<file path="src/rtl/lampfpu_f2i_round_if.sv">
`default_nettype none
// ---------------------------------------------------------------------------
// lampfpu_f2i_round_if : handshake and data bundle for the f2i rounding stage
// Rev 1.0
// ---------------------------------------------------------------------------
interface lampfpu_f2i_round_if #(
  parameter int INT_DW = 32
);
  logic              valid_i;
  logic              ready_o;
  logic              s_i;
  logic [INT_DW+2:0] f_i;
  logic              isOverflow_i;
  logic              isSNaN_i;
  logic              isQNaN_i;
  logic [2:0]        rndMode_i;
  logic              valid_o;
  logic              ready_i;
  logic [INT_DW-1:0] result_o;
  logic [1:0]        flags_o;
  logic [1:0]        fflags_o;
  logic              clrFlags_i;

  modport slave (
    input  valid_i, s_i, f_i, isOverflow_i, isSNaN_i, isQNaN_i, rndMode_i,
           ready_i, clrFlags_i,
    output ready_o, valid_o, result_o, flags_o, fflags_o
  );

  modport master (
    output valid_i, s_i, f_i, isOverflow_i, isSNaN_i, isQNaN_i, rndMode_i,
           ready_i, clrFlags_i,
    input  ready_o, valid_o, result_o, flags_o, fflags_o
  );
endinterface
`default_nettype wire

</file>
<file path="src/rtl/lampfpu_f2i_round.sv">
`default_nettype none
// ---------------------------------------------------------------------------
// lampfpu_f2i_round : 2-stage float-to-int rounding, saturation and flags
// Rev 1.0
// ---------------------------------------------------------------------------
module lampfpu_f2i_round #(
  parameter int INT_DW      = 32,
  parameter int PIPE_STAGES = 2
) (
  input  logic                   clk,
  input  logic                   rst,
  lampfpu_f2i_round_if.slave     bus
);

  generate
    if (PIPE_STAGES != 2) begin : g_stage_check
      $error("lampfpu_f2i_round supports PIPE_STAGES == 2 only");
    end
  endgenerate

  localparam logic [INT_DW:0]   C_HALF    = {2'b01, {(INT_DW-1){1'b0}}};
  localparam logic [INT_DW-1:0] C_POS_MAX = {1'b0, {(INT_DW-1){1'b1}}};
  localparam logic [INT_DW-1:0] C_NEG_MAX = {1'b1, {(INT_DW-1){1'b0}}};

  localparam logic [2:0] C_RNE = 3'b000;
  localparam logic [2:0] C_RTZ = 3'b001;
  localparam logic [2:0] C_RDN = 3'b010;
  localparam logic [2:0] C_RUP = 3'b011;
  localparam logic [2:0] C_RMM = 3'b100;

  // Stage 1 registers
  logic              s1_valid_q;
  logic              s1_sign_q;
  logic [INT_DW-1:0] s1_mag_q;
  logic              s1_inc_q;
  logic              s1_nan_q;
  logic              s1_ovf_q;
  logic              s1_inexact_q;

  // Stage 2 registers
  logic              s2_valid_q;
  logic [INT_DW-1:0] result_q;
  logic [1:0]        flags_q;
  logic [1:0]        fflags_q;

  logic              w_s2_adv;
  logic              w_s1_adv;
  logic              w_g;
  logic              w_st;
  logic              w_lsb;
  logic              inc_d;
  logic [INT_DW:0]   w_rounded;
  logic              w_ovf;
  logic              w_nv;
  logic [INT_DW-1:0] result_d;
  logic [1:0]        flags_d;
  logic [1:0]        fflags_d;

  assign w_s2_adv = ~s2_valid_q | bus.ready_i;
  assign w_s1_adv = ~s1_valid_q | w_s2_adv;

  assign bus.ready_o  = w_s1_adv;
  assign bus.valid_o  = s2_valid_q;
  assign bus.result_o = result_q;
  assign bus.flags_o  = flags_q;
  assign bus.fflags_o = fflags_q;

  assign w_g   = bus.f_i[2];
  assign w_st  = bus.f_i[1] | bus.f_i[0];
  assign w_lsb = bus.f_i[3];

  always_comb begin
    inc_d = w_g & (w_st | w_lsb);
    case (bus.rndMode_i)
      C_RNE:   inc_d = w_g & (w_st | w_lsb);
      C_RTZ:   inc_d = 1'b0;
      C_RDN:   inc_d = bus.s_i & (w_g | w_st);
      C_RUP:   inc_d = ~bus.s_i & (w_g | w_st);
      C_RMM:   inc_d = w_g;
      default: inc_d = w_g & (w_st | w_lsb);
    endcase
  end

  // One extra bit keeps the carry out of an all-ones magnitude visible to the overflow test.
  always_comb begin
    w_rounded = {1'b0, s1_mag_q} + {{INT_DW{1'b0}}, s1_inc_q};
    w_ovf     = s1_ovf_q
              | (~s1_sign_q & (w_rounded >= C_HALF))
              | ( s1_sign_q & (w_rounded >  C_HALF));
    w_nv      = s1_nan_q | w_ovf;
    if (s1_nan_q) begin
      result_d = C_POS_MAX;
    end else if (w_ovf) begin
      result_d = s1_sign_q ? C_NEG_MAX : C_POS_MAX;
    end else if (s1_sign_q) begin
      result_d = {INT_DW{1'b0}} - w_rounded[INT_DW-1:0];
    end else begin
      result_d = w_rounded[INT_DW-1:0];
    end
    flags_d = {w_nv, s1_inexact_q & ~w_nv};
  end

  always_comb begin
    fflags_d = fflags_q;
    if (bus.clrFlags_i) begin
      fflags_d = 2'b00;
    end else if (s2_valid_q & bus.ready_i) begin
      fflags_d = fflags_q | flags_q;
    end
  end

  always_ff @(posedge clk or negedge rst) begin
    if (!rst) begin
      s1_valid_q   <= 1'b0;
      s1_sign_q    <= 1'b0;
      s1_mag_q     <= '0;
      s1_inc_q     <= 1'b0;
      s1_nan_q     <= 1'b0;
      s1_ovf_q     <= 1'b0;
      s1_inexact_q <= 1'b0;
      s2_valid_q   <= 1'b0;
      result_q     <= '0;
      flags_q      <= 2'b00;
      fflags_q     <= 2'b00;
    end else begin
      fflags_q <= fflags_d;
      if (w_s1_adv) begin
        s1_valid_q <= bus.valid_i;
        if (bus.valid_i) begin
          s1_sign_q    <= bus.s_i;
          s1_mag_q     <= bus.f_i[INT_DW+2:3];
          s1_inc_q     <= inc_d;
          s1_nan_q     <= bus.isSNaN_i | bus.isQNaN_i;
          s1_ovf_q     <= bus.isOverflow_i;
          s1_inexact_q <= w_g | w_st;
        end
      end
      if (w_s2_adv) begin
        s2_valid_q <= s1_valid_q;
        if (s1_valid_q) begin
          result_q <= result_d;
          flags_q  <= flags_d;
        end
      end
    end
  end

endmodule
`default_nettype wire
</file>
<file path="src/flat_wrapper.sv">
// flat-port wrapper written by rule: the top's interface ports become plain ports
module lampfpu_f2i_round_flat 
#(
  parameter int INT_DW      = 32,
  parameter int PIPE_STAGES = 2
)
  (clk, rst, bus_valid_i, bus_s_i, bus_f_i, bus_isOverflow_i, bus_isSNaN_i, bus_isQNaN_i, bus_rndMode_i, bus_ready_i, bus_clrFlags_i, bus_ready_o, bus_valid_o, bus_result_o, bus_flags_o, bus_fflags_o);
  lampfpu_f2i_round_if #(.INT_DW(INT_DW)) bus_i ();
  input  logic clk;
  input  logic rst;
  input wire logic [$bits(bus_i.valid_i)-1:0] bus_valid_i;
  input wire logic [$bits(bus_i.s_i)-1:0] bus_s_i;
  input wire logic [$bits(bus_i.f_i)-1:0] bus_f_i;
  input wire logic [$bits(bus_i.isOverflow_i)-1:0] bus_isOverflow_i;
  input wire logic [$bits(bus_i.isSNaN_i)-1:0] bus_isSNaN_i;
  input wire logic [$bits(bus_i.isQNaN_i)-1:0] bus_isQNaN_i;
  input wire logic [$bits(bus_i.rndMode_i)-1:0] bus_rndMode_i;
  input wire logic [$bits(bus_i.ready_i)-1:0] bus_ready_i;
  input wire logic [$bits(bus_i.clrFlags_i)-1:0] bus_clrFlags_i;
  output wire logic [$bits(bus_i.ready_o)-1:0] bus_ready_o;
  output wire logic [$bits(bus_i.valid_o)-1:0] bus_valid_o;
  output wire logic [$bits(bus_i.result_o)-1:0] bus_result_o;
  output wire logic [$bits(bus_i.flags_o)-1:0] bus_flags_o;
  output wire logic [$bits(bus_i.fflags_o)-1:0] bus_fflags_o;
  assign bus_i.valid_i = bus_valid_i;
  assign bus_i.s_i = bus_s_i;
  assign bus_i.f_i = bus_f_i;
  assign bus_i.isOverflow_i = bus_isOverflow_i;
  assign bus_i.isSNaN_i = bus_isSNaN_i;
  assign bus_i.isQNaN_i = bus_isQNaN_i;
  assign bus_i.rndMode_i = bus_rndMode_i;
  assign bus_i.ready_i = bus_ready_i;
  assign bus_i.clrFlags_i = bus_clrFlags_i;
  assign bus_ready_o = bus_i.ready_o;
  assign bus_valid_o = bus_i.valid_o;
  assign bus_result_o = bus_i.result_o;
  assign bus_flags_o = bus_i.flags_o;
  assign bus_fflags_o = bus_i.fflags_o;
  lampfpu_f2i_round #(.INT_DW(INT_DW), .PIPE_STAGES(PIPE_STAGES)) u_core (.clk(clk), .rst(rst), .bus(bus_i));
endmodule
</file>
<file path="config.mk">
export PLATFORM = sky130hd
export DESIGN_NAME = lampfpu_f2i_round_flat
export DESIGN_NICKNAME = d
export VERILOG_FILES = /design/src/rtl/lampfpu_f2i_round_if.sv /design/src/rtl/lampfpu_f2i_round.sv /design/src/flat_wrapper.sv
export SDC_FILE = /design/constraint.sdc
export NUM_CORES = 1
export LEC_CHECK = 0
export ABC_AREA = 0
export CORE_MARGIN = 5
export CORE_UTILIZATION = 40
export CTS_CLUSTER_DIAMETER = 80
export DETAILED_ROUTE_END_ITERATION = 12
export GPL_TIMING_DRIVEN = 1
export HOLD_SLACK_MARGIN = 0.03
export SYNTH_ARGS = -nofsm -noshare
export SYNTH_HDL_FRONTEND = slang
export SYNTH_SLANG_ARGS = --single-unit
</file>
<file path="constraint.sdc">
create_clock -name clk -period 6.34 [get_ports clk]
set_input_delay 1.268 -clock clk [delete_from_list [all_inputs] [get_ports clk]]
set_output_delay 1.268 -clock clk [all_outputs]
set_load 0.02 [all_outputs]
</file>
==> results.yml, run 1 <==
outcome:
  status: "finished, final reports clean"
place:
  portBuffers: 84
  gp_congestion: 0.904
  place.detailed.hpwl_mm: 9.21
  dp_slack_ns: 1.75
  dp_cells: 735
sta:
  fin_crit_ns: 4.69
  rsz0062_at_grt: "false"
  max_freq_ghz: 0.213
  final_max_slew_viol_count: 0
  finalHoldViolations: 0
  final-setup-viol-count: 0
  layout_worst_path_cycle_share_pct: 73.9
  maxSlewHeadroom_pct: 20.8
  tightestPinTransition_ns: 1.18
  finalClockSkew_ns: 0.00509
  postLayoutSetupSlackWorst_ns: 1.65
  fin_setup_tns_ns: 0
hold_path:
  hp-class: "reg2reg"
  holdPathStages: 2
cells_and_area:
  final_cells: 751
  synthToLayoutAreaGrowth_pct: 25.7
  fin_nets: 649
  antenna_cells: 0
  num-fill-cells: 1133
  drive_above_1_share_pct: 11.9
  seqCellArea_mm2: 0.00188
  multi_input_area_mm2: 0.00275
synth:
  ys_seq_area_share_pct: 38.9
  yosys_warnings: 0
  yosysUniqueCellTypes: 69
  syn-num-nets: 585
  ys.flop_type: "dfrtp_1"
  syn_avg_cell_area_um2: 9.03
  syn-cell-area_mm2: 0.00483
  synth.ff_latch_count: 75
  async_reset_ff_share_pct: 100
  synthCells: 535
  synth_edf_count: 0
clocking:
  cts_tree: "built"
  htreeDepth: 3
  cts.sinks: 75
  cts_hold_buf: 0
  clockBufferDepth: 2
  root_buffer: "clkbuf_16"
  cts_setup_buffers: 0
  cts_resized: 0
  clk_pin_slew_ns: 0.06
  cts_inserted_buffers: 9
  clk_latency_ns: 0.33
worst_setup_path:
  arrival_ns: 4.91
  critPathKind: "reg2reg"
  crit_fanout: 30
  crit_required_ns: 6.56
  worst-r2r-cell-count: 11
  end_kind: "flip-flop"
  start_kind: "flip-flop"
drt:
  viasPerCell: 5.62
  antenna_left: 0
  wl_per_cell_um: 16.5
  drc: 0
  vias: 4221
  drt_wl_total_mm: 12.4
  firstDrtPassIters: 5
  drt_iter0_markers: 318
die:
  die_area_mm2: 0.0144
  die_h_um: 120
  core.rowCount: 40
  core_mm2: 0.0119
  io_pins: 85
  die_x_um: 120
  start_util_pct: 40.5
job:
  maxCapViolations: 0
global_route:
  grt.total_usage_pct: 17.3
  grt.overflow.total: 0
  antenna_found_initial: 0
  grt_pass1_wl_mm: 20.3
  grt_start_max_net_pins: 76
  grt_pass1_vias: 3960
power_and_ir_drop:
  irDropWorstVdd_mv: 0.113
  powerDensity_mw_per_mm2: 293
  p_leak_nw: 2.27
[worst paths after layout]
check | end | start | slack [ns]
max in group asynchronous | u_core.bus.result_o[12]$_DFFE_PN0P_ | rst | 4.65
max reg2reg | u_core.bus.result_o[29]$_DFFE_PN0P_ | u_core.s1_inc_q$_DFFE_PN0P_ | 1.65
max | u_core.bus.result_o[29]$_DFFE_PN0P_ | u_core.s1_inc_q$_DFFE_PN0P_ | 1.65
min | u_core.bus.result_o[16]$_DFFE_PN0P_ | u_core.bus.result_o[16]$_DFFE_PN0P_ | 0.49
min in group asynchronous | u_core.s1_mag_q[2]$_DFFE_PN0P_ | rst | 1.08
min reg2reg | u_core.bus.result_o[16]$_DFFE_PN0P_ | u_core.bus.result_o[16]$_DFFE_PN0P_ | 0.49
[per-stage QoR]
stage	utilization [%]	power (mW)	hold slack, ns	area [um2]
after floorplan	-	0.972	0.450	4830
after global placement	47.9	1.16	0.478	5710
after detailed placement	47.9	1.17	0.489	5710
after CTS	50.9	1.79	0.501	6070
after global routing	50.9	1.87	0.524	6070
final	50.9	1.78	0.493	6070
[layer usage]
| metal | global-route usage, % | vias to the layer above | part of all wire, % |
|---|---|---|---|
| met1 | 24.9 | 2004 | 50 |
| li1 | - | 2058 | - |
| met4 | 4.29 | 0 | 1.3 |
| met5 | 0 | - | 0 |
| met2 | 26.8 | 143 | 44 |
| met3 | 3.49 | 16 | 5.5 |
[report_power, final]
group,internal (mW),leakage (nW),switching (mW),total [mW]
Sequential,0.553,0.812,0.0925,0.645
Clock,0.424,0.174,0.193,0.617
Combinational,0.241,1.29,0.274,0.515
Total,1.22,2.27,0.560,1.78
[cell usage after synthesis, types with 3 or more instances]
cell	instances	area share [%]
o21a_1	3	0.47
xnor2_1	34	6.2
o41ai_1	3	0.54
mux2i_1	6	1.2
nand2b_1	4	0.52
nor4_1	11	1.4
o31a_1	4	0.73
o31ai_1	7	1.1
o22ai_1	5	0.65
mux2_2	34	7.9
nor3_1	13	1.3
and2_1	4	0.52
clkbuf_1	15	1.2
a21oi_1	40	4.1
o211ai_1	3	0.47
nor2_1	80	6.2
nand4_1	18	2.3
a31oi_1	10	1.3
dfrtp_1	75	39
nand2_1	33	2.6
buf_1	4	0.31
ha_1	3	0.78
buf_2	7	0.73
xor2_1	17	3.1
o21ai_0	10	1.0
and3_1	4	0.52
inv_1	10	0.78
nor3b_1	3	0.47
nand3_1	19	2.0
buf_4	7	1.1
[critical path, cell delays in order (launching register included)]
cell	delay, ns
dfrtp_1	0.35
ha_1	0.29
ha_1	0.51
and4_1	0.42
nand3_1	0.26
o31a_1	0.39
nor4_2	0.36
o211ai_1	0.35
nor2_2	0.26
a41o_1	0.82
nor2_1	0.21
a2111oi_2	0.34
[kinds of logic after synthesis]
| family | after synthesis | share of synthesized area [%] |
|---|---|---|
| AND/OR/NAND/NOR | 214 | 22.9 |
| AO/OA/AOI/OAI | 106 | 14.4 |
| flip-flops | 75 | 38.9 |
| XOR/XNOR | 52 | 9.59 |
| buffers and inverters | 45 | 4.38 |
| multiplexers | 40 | 9.17 |
| adder cells (fa/ha/maj) | 3 | 0.777 |
[final cells by class]
cell class,instances,share of cell area (%)
Clock buffer,11,3.84
Clock inverter,5,2.06
Sequential cell,75,30.9
Timing Repair Buffer,87,14.2
Tap cell,147,3.03
Inverter,11,0.681
Multi-Input combinational cell,415,45.3
[state kept, by name (all words and copies together) (netlist names)]
| name | flops |
|---|---|
| u_core.s1_valid_q | 1 |
| u_core.s1_inexact_q | 1 |
| u_core.s1_mag_q | 32 |
| u_core.s1_nan_q | 1 |
| u_core.bus.valid_o | 1 |
| u_core.bus.fflags_o | 2 |
| u_core.s1_inc_q | 1 |
| u_core.s1_ovf_q | 1 |
| u_core.s1_sign_q | 1 |
| u_core.bus.result_o | 32 |
| u_core.bus.flags_o | 2 |
[cell usage in the layout (no fill, tap or decap), types with 3 or more instances in the layout]
cell              n
nor3_1           13
clkbuf_16         9
nor3b_1           3
dfrtp_1          75
o31a_1            4
a31oi_1           9
buf_4             4
nor2_1           80
nand2b_1          4
xor2_1           17
xnor2_1          34
mux2_2           34
a21oi_1          40
o41ai_1           3
nand3_1          19
ha_1              3
bufinv_16         4
o21ai_0          10
nand4_1          18
o21a_1            3
o22ai_1           5
o211ai_1          3
clkdlybuf4s50_1  83
mux2i_1           6
and3_1            4
and2_1            4
nor4_1           11
inv_1            10
nand2_1          33
o31ai_1           7
Power figures use the tool's default switching activity.
==> run 2: changes to the inputs <==
- clock period: 6.34 -> 4.7 ns (I/O delays scaled with it)
==> run 2 against run 1 <==
Compared with the run above:
- wire length shrank 0.31%
- via count is essentially flat
- count of clock-buffer cells in the layout is the same
==> results.yml, run 2 (synthesis results as in run 1) <==
outcome:
  status: "finished, final reports clean"
sta:
  finalHoldViolations: 0
  finalClockSkew_ns: 0.00531
  layout_worst_path_cycle_share_pct: 91.5
  fin_crit_ns: 4.30
  tightestPinTransition_ns: 0.960
  final-setup-viol-count: 0
  rsz0062_at_grt: "false"
  max_freq_ghz: 0.233
  hold_slack_ns: 0.493
  final_max_slew_viol_count: 0
  postLayoutSetupSlackWorst_ns: 0.402
  maxSlewHeadroom_pct: 36.0
  fin_setup_tns_ns: 0
drt:
  drc: 0
  drt_wl_total_mm: 12.4
  antenna_left: 0
  viasPerCell: 5.59
  drt_iter0_markers: 355
  vias: 4220
  wl_per_cell_um: 16.4
  firstDrtPassIters: 5
die:
  io_pins: 85
  die_x_um: 120
  core_mm2: 0.0119
  die_area_mm2: 0.0144
  die_h_um: 120
  core.rowCount: 40
  start_util_pct: 40.5
place:
  gp_congestion: 0.953
  place.detailed.hpwl_mm: 9.30
  place_area_mm2: 0.00574
  portBuffers: 84
  dp_cells: 739
  dp_slack_ns: 0.509
power_and_ir_drop:
  p_clk_share_pct: 30.8
  p_int_mw: 1.50
  p_leak_nw: 2.26
  irDropWorstVdd_mv: 0.165
  powerDensity_mw_per_mm2: 376
  p_switching_mw: 0.771
  p_comb_share_pct: 31.1
  swShare_pct: 33.9
  pwr-share-seq_pct: 38.0
cells_and_area:
  final_cell_mix: "clkdlybuf4s50_1, nor2_1, dfrtp_1"
  synthToLayoutAreaGrowth_pct: 25.2
  stdcell_area_mm2: 0.00604
  num-fill-cells: 1130
  fin_nets: 653
  final_cells: 755
  mostFrequentLayoutCell: "clkdlybuf4s50_1"
  antenna_cells: 0
  drive_above_1_share_pct: 12.7
global_route:
  grt.overflow.total: 0
  antenna_found_initial: 0
  grt_pass1_vias: 4090
  grt_pass1_wl_mm: 20.9
  grt_start_max_net_pins: 76
  grt.total_usage_pct: 17.7
clocking:
  clockBufferDepth: 2
  cts_inserted_buffers: 9
  cts_hold_buf: 0
  cts_setup_buffers: 0
  root_buffer: "clkbuf_16"
  cts_tree: "built"
  cts.sinks: 75
  clk_latency_ns: 0.34
  htreeDepth: 3
  clk_pin_slew_ns: 0.06
  cts_resized: 0
worst_setup_path:
  start_kind: "flip-flop"
  arrival_ns: 4.51
  crit_required_ns: 4.91
  end_kind: "flip-flop"
  critPathKind: "reg2reg"
  crit_fanout: 20
job:
  maxCapViolations: 0
hold_path:
  hp-class: "reg2reg"
run 2: critical path: stages (launching register included):
cell and delay, ns:
dfrtp_1 0.34, ha_1 0.27, ha_1 0.49, and4_1 0.41
nand3_1 0.24, o31a_1 0.39, nor4_2 0.38, o211ai_1 0.36
nor2_2 0.27, a41o_1 0.41, buf_4 0.31, a211o_1 0.18
o211ai_2 0.09
run 2: routing by layer:
| layer | GRT usage (%) | vias to the layer above | wire length [um] |
|---|---|---|---|
| met3 | 3.91 | 9 | 690 |
| met5 | 0 | - | 0 |
| li1 | - | 2068 | - |
| met2 | 26.3 | 147 | 5400 |
| met1 | 26.3 | 1996 | 6180 |
| met4 | 3.94 | 0 | 102 |
run 2: stage by stage:
| step | utilization (%) | power [mW] |
|---|---|---|
| floorplan | - | 1.31 |
| global placement | 48.2 | 1.57 |
| detailed placement | 48.2 | 1.58 |
| CTS | 50.7 | 2.29 |
| global route | 50.7 | 2.40 |
| finish | 50.7 | 2.27 |
run 2: power by group through the flow:
| stage | clock network, mW | registers [mW] | logic (mW) |
|---|---|---|---|
| floorplan | 0 | 0.889 | 0.423 |
| global placement | 0 | 0.873 | 0.695 |
| detailed placement | 0 | 0.876 | 0.704 |
| CTS | 0.715 | 0.864 | 0.709 |
| global route | 0.748 | 0.881 | 0.772 |
| finish | 0.701 | 0.865 | 0.707 |
run 2: final timing paths:
kind / cells past startpoint / endpoint / slack, ns / start
min: 2 / u_core.bus.result_o[5]$_DFFE_PN0P_ / 0.49 / u_core.bus.result_o[5]$_DFFE_PN0P_
min reg2reg: 2 / u_core.bus.result_o[5]$_DFFE_PN0P_ / 0.49 / u_core.bus.result_o[5]$_DFFE_PN0P_
max: 12 / u_core.bus.result_o[1]$_DFFE_PN0P_ / 0.40 / u_core.s1_inc_q$_DFFE_PN0P_
max reg2reg: 12 / u_core.bus.result_o[1]$_DFFE_PN0P_ / 0.40 / u_core.s1_inc_q$_DFFE_PN0P_
max in group asynchronous: 1 / u_core.s1_mag_q[27]$_DFFE_PN0P_ / 3.33 / rst
min in group asynchronous: 1 / u_core.s1_mag_q[3]$_DFFE_PN0P_ / 0.76 / rst
run 2: layout make-up:
cell class,count,area (um2),share of cell area [%]
Tap cell,147,184,3.04
Timing Repair Buffer,91,891,14.7
Inverter,11,41.3,0.683
Clock inverter,5,61.3,1.01
Clock buffer,11,243,4.02
Multi-Input combinational cell,415,2750,45.4
Sequential cell,75,1880,31.1
